### config.mk
export PLATFORM = sky130hd
export DESIGN_NAME = core_sequencer
export DESIGN_NICKNAME = d
export VERILOG_FILES = /design/src/rtl/states_pkg.sv /design/src/rtl/lane_status.sv /design/src/rtl/core_sequencer.sv
export SDC_FILE = /design/constraint.sdc
export NUM_CORES = 1
export LEC_CHECK = 0
export CAP_MARGIN = 10
export CELL_PAD_IN_SITES_DETAIL_PLACEMENT = 0
export CELL_PAD_IN_SITES_GLOBAL_PLACEMENT = 2
export CORE_ASPECT_RATIO = 1.5
export CORE_MARGIN = 3
export CORE_UTILIZATION = 24
export CTS_CLUSTER_SIZE = 12
export DETAILED_ROUTE_END_ITERATION = 12
export HOLD_SLACK_MARGIN = 0.02
export MAX_ROUTING_LAYER = met4
export PLACE_DENSITY_LB_ADDON = 0.15
export SLEW_MARGIN = 20
export SYNTH_ARGS = -nofsm -noshare
export SYNTH_HDL_FRONTEND = slang
export SYNTH_HIERARCHICAL = 1
export SYNTH_SLANG_ARGS = --single-unit
export TNS_END_PERCENT = 30
### constraint.sdc
create_clock -name clk -period 1.9 [get_ports clk]
set_clock_uncertainty 0.1 [all_clocks]
set_input_delay 0.285 -clock clk [delete_from_list [all_inputs] [get_ports clk]]
set_output_delay 0.285 -clock clk [all_outputs]
set_load 0.01 [all_outputs]
### src/rtl/states_pkg.sv
// Shared state encodings for the core sequencer, register files and LSUs.
package states_pkg;

    typedef enum logic [2:0] {
        IDLE    = 3'b000,
        FETCH   = 3'b001,
        DECODE  = 3'b010,
        REQUEST = 3'b011,
        WAIT    = 3'b100,
        EXECUTE = 3'b101,
        UPDATE  = 3'b110,
        DONE    = 3'b111
    } core_state_t;

    localparam logic [2:0] FETCHED = 3'b010;

    typedef enum logic [1:0] {
        LSU_IDLE       = 2'b00,
        LSU_REQUESTING = 2'b01,
        LSU_WAITING    = 2'b10,
        LSU_DONE       = 2'b11
    } lsu_state_t;

    localparam logic [1:0] ERR_NONE       = 2'b00;
    localparam logic [1:0] ERR_TIMEOUT    = 2'b01;
    localparam logic [1:0] ERR_DIVERGENCE = 2'b10;

endpackage

### src/rtl/lane_status.sv
// Reduces per-lane LSU state and next PC over the active lanes into
// a memory-busy flag and a PC-divergence flag.
module lane_status
    import states_pkg::*;
#(
    parameter int THREADS_PER_BLOCK = 4
) (
    input  logic [$clog2(THREADS_PER_BLOCK):0]   thread_count,
    input  logic [2*THREADS_PER_BLOCK-1:0]       lsu_state,
    input  logic [8*THREADS_PER_BLOCK-1:0]       next_pc,
    output logic                                 mem_busy,
    output logic                                 diverged
);

    localparam int CNT_W = $clog2(THREADS_PER_BLOCK) + 1;

    logic [CNT_W-1:0] active_cnt;

    always_comb begin
        // Lane 0 is always active, even when the dispatcher reports zero lanes.
        active_cnt = (thread_count == '0) ? CNT_W'(1) : thread_count;
        mem_busy   = 1'b0;
        diverged   = 1'b0;
        for (int i = 0; i < THREADS_PER_BLOCK; i++) begin
            if (CNT_W'(i) < active_cnt) begin
                if ((lsu_state[2*i +: 2] == LSU_REQUESTING) ||
                    (lsu_state[2*i +: 2] == LSU_WAITING))
                    mem_busy = 1'b1;
                if (next_pc[8*i +: 8] != next_pc[7:0])
                    diverged = 1'b1;
            end
        end
    end

endmodule

### src/rtl/core_sequencer.sv
// Per-core control FSM: steps each instruction through fetch, decode, memory
// wait, execute and PC update, and flags LSU timeouts and lane divergence.
module core_sequencer
    import states_pkg::*;
#(
    parameter int THREADS_PER_BLOCK = 4,
    parameter int WAIT_TIMEOUT      = 255
) (
    input  logic                                 clk,
    input  logic                                 reset_n,
    input  logic                                 start,
    input  logic [$clog2(THREADS_PER_BLOCK):0]   thread_count,
    input  logic                                 decoded_mem_read_enable,
    input  logic                                 decoded_mem_write_enable,
    input  logic                                 decoded_ret,
    input  logic [2:0]                           fetcher_state,
    input  logic [2*THREADS_PER_BLOCK-1:0]       lsu_state,
    input  logic [8*THREADS_PER_BLOCK-1:0]       next_pc,
    output logic [2:0]                           core_state,
    output logic [7:0]                           current_pc,
    output logic                                 done,
    output logic                                 error,
    output logic [1:0]                           error_code
);

    localparam int WAIT_CNT_W = $clog2(WAIT_TIMEOUT + 1);
    localparam logic [WAIT_CNT_W-1:0] WAIT_LAST = WAIT_CNT_W'(WAIT_TIMEOUT - 1);

    core_state_t            state, state_nxt;
    logic [7:0]             pc_nxt;
    logic                   done_nxt, error_nxt;
    logic [1:0]             code_nxt;
    logic [WAIT_CNT_W-1:0]  wait_cnt, wait_cnt_nxt;
    logic                   mem_busy, diverged;

    // WAIT exit is decided from LSU status alone; the decoder's memory flags
    // are part of the shared core interface but do not steer this FSM.
    logic unused_mem_flags;
    assign unused_mem_flags = decoded_mem_read_enable ^ decoded_mem_write_enable;

    lane_status #(
        .THREADS_PER_BLOCK (THREADS_PER_BLOCK)
    ) u_lane_status (
        .thread_count (thread_count),
        .lsu_state    (lsu_state),
        .next_pc      (next_pc),
        .mem_busy     (mem_busy),
        .diverged     (diverged)
    );

    always_ff @(posedge clk or negedge reset_n) begin
        if (!reset_n) begin
            state      <= IDLE;
            current_pc <= '0;
            done       <= 1'b0;
            error      <= 1'b0;
            error_code <= ERR_NONE;
            wait_cnt   <= '0;
        end else begin
            state      <= state_nxt;
            current_pc <= pc_nxt;
            done       <= done_nxt;
            error      <= error_nxt;
            error_code <= code_nxt;
            wait_cnt   <= wait_cnt_nxt;
        end
    end

    always_comb begin
        state_nxt    = state;
        pc_nxt       = current_pc;
        done_nxt     = done;
        error_nxt    = error;
        code_nxt     = error_code;
        wait_cnt_nxt = wait_cnt;
        case (state)
            IDLE: begin
                if (start) begin
                    pc_nxt    = '0;
                    done_nxt  = 1'b0;
                    error_nxt = 1'b0;
                    code_nxt  = ERR_NONE;
                    state_nxt = FETCH;
                end
            end
            FETCH: begin
                if (fetcher_state == FETCHED)
                    state_nxt = DECODE;
            end
            DECODE:  state_nxt = REQUEST;
            REQUEST: begin
                wait_cnt_nxt = '0;
                state_nxt    = WAIT;
            end
            WAIT: begin
                wait_cnt_nxt = wait_cnt + 1'b1;
                if (!mem_busy) begin
                    state_nxt = EXECUTE;
                end else if (wait_cnt == WAIT_LAST) begin
                    state_nxt = DONE;
                    done_nxt  = 1'b1;
                    error_nxt = 1'b1;
                    code_nxt  = ERR_TIMEOUT;
                end
            end
            EXECUTE: state_nxt = UPDATE;
            UPDATE: begin
                if (decoded_ret) begin
                    state_nxt = DONE;
                    done_nxt  = 1'b1;
                end else if (diverged) begin
                    state_nxt = DONE;
                    done_nxt  = 1'b1;
                    error_nxt = 1'b1;
                    code_nxt  = ERR_DIVERGENCE;
                end else begin
                    pc_nxt    = next_pc[7:0];
                    state_nxt = FETCH;
                end
            end
            DONE:    state_nxt = DONE;
            default: state_nxt = IDLE;
        endcase
    end

    assign core_state = state;

endmodule

==> results.sh, run 1 <==
export IMPL_outcome="complete, but fails checks"
export IMPL_failed_checks="negative setup slack"
export IMPL_clkPwrFrac_pct=23.2
export IMPL_clkLatencyLatePin_ns=0.27
export IMPL_rsz0062_at_grt="true"
export IMPL_first_pass_iters=4
export IMPL_synth_most_common_cell="nand2_1"
export IMPL_instances_no_fill=339
export IMPL_power_switching_mw=0.3750
export IMPL_final_setup_worst_slack_ns=-0.02931
export IMPL_syn_inst=177
export IMPL_rows=35
export IMPL_synth_edf_count=0
export IMPL_yosysTopAreaCell="dfrtp_1"
export IMPL_diodes=0
export IMPL_grt_pass1_wl_mm=7.893
export IMPL_port_buffers=64
export IMPL_p_sw_share_pct=27.82
export IMPL_grt_pass1_vias=1726
export IMPL_maxCapViolCount=0
export IMPL_clkTransAtPathRegs_ns=0.09
export IMPL_worstSetupPathType="in2reg"
export IMPL_drive_above_1_share_pct=28.68
export IMPL_yosysWarnings=6
export IMPL_peakVddDrop_mv=0.2505
export IMPL_cts_max_level=1
export IMPL_required_ns=1.95
export IMPL_synth_area_top_cells="dfrtp_1, xnor2_1, nand2_1, o21ai_0, nor2_1"
export IMPL_synth_common_cells="nand2_1, xnor2_1, dfrtp_1"
export IMPL_syn_nets=231
export IMPL_power_internal_mw=0.9731
export IMPL_avgSynthCellArea_um2=9.098
export IMPL_synth_top_area_share_pct=35.74
export IMPL_end_kind="flip-flop"
export IMPL_antenna_found_initial=0
export IMPL_clk_path_buf_depth=2
export IMPL_async_reset_ff_share_pct=100.0
export IMPL_hold_violations=0
export IMPL_place_ws_ns=-0.8500
export IMPL_finalMaxSlewViolations=0
export IMPL_setup_viol=3
export IMPL_p_comb_share_pct=32.9
export IMPL_synth_seq_cells=23
export IMPL_slew_headroom_pct=78.73
export IMPL_timing_final_crit_period_ns=1.929
export IMPL_clock_sinks=23
export IMPL_hp_class="in2reg"
export IMPL_die_area_mm2=0.007749
export IMPL_arrival_ns=1.98
export IMPL_wl_mm=4.869
export IMPL_hpwlAfterDp_mm=3.899
export IMPL_hold_buffers=0
export IMPL_drt_iter0_markers=55
export IMPL_worstMarginPinSlew_ns=0.3191
export IMPL_cts_tree="built"
export IMPL_ys_seq_area_share_pct=35.74
export IMPL_period_share_pct=101.5
export IMPL_root_buffer="clkbuf_8"
export IMPL_cp_max_fo=4
export IMPL_r2r_start="core_state[1]$_DFFE_PN0P_"
export IMPL_layout_nets=320
export IMPL_startpoint_type="input pin"
export IMPL_cts_buffers=3
export IMPL_fp_dieW_um=72.88
export IMPL_dp_cells=332
export IMPL_wl_per_cell_um=14.36
export IMPL_die_y_um=106.3
export IMPL_via_count=1581
export IMPL_core_mm2=0.006306
export IMPL_syn_area_mm2=0.001610
export IMPL_hold_path_startpoint="next_pc[4]"
export IMPL_viasPerCell=4.664
export IMPL_crit_start="next_pc[4]"
export IMPL_gp_congestion=0.7391
export IMPL_synth_ff_type="dfrtp_1"
export IMPL_yosysUniqueCellTypes=50
export IMPL_fmax_mhz=518.3
export IMPL_grt_start_max_net_pins=24
export IMPL_p_leak_nw=1.036
export IMPL_grtUsageTotal_pct=13.07
export IMPL_seq_power_share_pct=43.9
export IMPL_initial_core_util_pct=25.54
export IMPL_syn2layout_area_growth_pct=61.46
export IMPL_fillers=668
export IMPL_ant_nets=0
export IMPL_p_per_area_mw_per_mm2=518.5
export IMPL_hold_ws_ns=0.1776
export IMPL_overflow=0
export IMPL_io_pin_count=67
export IMPL_drc=0
==> registers in the layout (all words and copies together), names as in the netlist <==
signal / flops
wait_cnt: 8
error: 1
core_state: 3
done: 1
error_code: 2
current_pc: 8
==> power groups by stage <==
stage	clock (mW)	combinational (mW)	sequential, mW
after floorplan	0	0.114	0.623
after global placement	0	0.445	0.601
after detailed placement	0	0.447	0.601
after CTS	0.327	0.433	0.593
after global routing	0.344	0.484	0.601
final	0.313	0.443	0.592
==> per-stage QoR <==
| stage | utilization [%] | TNS, ns | cell area [um^2] | power [mW] |
|---|---|---|---|---|
| after global routing | 41.23 | -1.230 | 2600 | 1.429 |
| after CTS | 39.68 | -0.05847 | 2502 | 1.353 |
| after detailed placement | 39.29 | -10.32 | 2477 | 1.048 |
| final | 41.23 | -0.04925 | 2600 | 1.348 |
| after global placement | 39.29 | -10.21 | 2477 | 1.046 |
| after floorplan | - | 0 | 1612 | 0.7366 |
==> layout by cell type, fill, tap and decap left out, types with 2 or more instances in the layout <==
master,netlist,routed
a21oi_1,6,6
o21ai_1,1,3
nand2b_1,2,2
and2b_1,2,2
clkbuf_8,1,3
nor3_1,3,2
o21ai_2,0,2
nor2_1,12,10
a221oi_1,3,3
dfrtp_1,23,23
clkbuf_2,0,2
a31oi_1,3,3
buf_2,2,10
xnor2_1,24,18
ha_1,2,2
dlygate4sd2_1,0,10
a21o_4,0,2
buf_4,0,28
clkdlybuf4s50_1,0,22
nand4_1,6,6
xor2_1,4,4
clkdlybuf4s15_1,0,12
o21ai_0,10,6
xnor2_2,0,6
or3b_4,1,2
nand2_1,31,30
buf_6,1,5
nor2_2,1,3
o21a_1,4,4
a211oi_1,3,3
==> metal layers <==
metal  part of all wire [%]  vias up  global-route usage, %
met5                      0        -                      -
li1                       -      812                      -
met1                     40      700                  14.56
met2                     54       60                  23.39
met3                    4.7        9                  1.798
met4                    1.9        0                  4.354
==> cell type report <==
class                           instances  area, um^2  share of cell area, %
Timing Repair Buffer                   90       767.0                  29.50
Clock inverter                          1       5.005                 0.1925
Sequential cell                        23       575.6                  22.14
Clock buffer                            3       41.29                  1.588
Inverter                                1       3.754                 0.1444
Tap cell                               74       92.59                  3.561
Multi-Input combinational cell        147        1115                  42.88
==> final timing paths <==
kind	to	slack (ns)	depth (start not counted)
min in group asynchronous	current_pc[4]$_DFFE_PN0P_	0.27	2
min	current_pc[4]$_DFFE_PN0P_	0.18	3
max reg2reg	error_code[1]$_DFFE_PN0P_	0.07	5
min reg2reg	current_pc[0]$_DFFE_PN0P_	0.39	2
max in group asynchronous	error_code[0]$_DFFE_PN0P_	1.20	2
max	error_code[0]$_DFFE_PN0P_	-0.03	9
==> repair_timing <==
action,4_1_cts,5_1_grt
gates resized for setup,118,28
endpoints found under the setup margin,14,14
gates cloned,0,1
pin swaps,46,19
buffers inserted,2,0
==> worst max-delay path, cell delays in order <==
cell,delay [ns]
buf_6,0.11
xnor2_1,0.12
nand4_1,0.24
o21ai_2,0.11
a221oi_4,0.33
and2b_1,0.20
nor2_2,0.04
nor4_2,0.20
mux2_1,0.36
==> cell families after synthesis <==
family | after synthesis | synth area share (%)
adder cells (fa/ha/maj) | 2 | 1.554
XOR/XNOR | 28 | 15.23
AO/OA/AOI/OAI | 40 | 18.42
flip-flops | 23 | 35.74
AND/OR/NAND/NOR | 73 | 24.01
buffers and inverters | 8 | 3.108
multiplexers | 3 | 1.943
No activity file was read; power rests on OpenSTA's default activity.
==> inputs of run 2 (changes only) <==
--- a/config.mk
+++ b/config.mk
@@ -13,7 +13,7 @@
 export CORE_UTILIZATION = 24
 export CTS_CLUSTER_SIZE = 12
 export DETAILED_ROUTE_END_ITERATION = 12
-export HOLD_SLACK_MARGIN = 0.02
+export HOLD_SLACK_MARGIN = 0.08
 export MAX_ROUTING_LAYER = met4
 export PLACE_DENSITY_LB_ADDON = 0.15
 export SLEW_MARGIN = 20
==> results of run 2 <==
Final layout, timing and power as in run 1 (identical DEF).
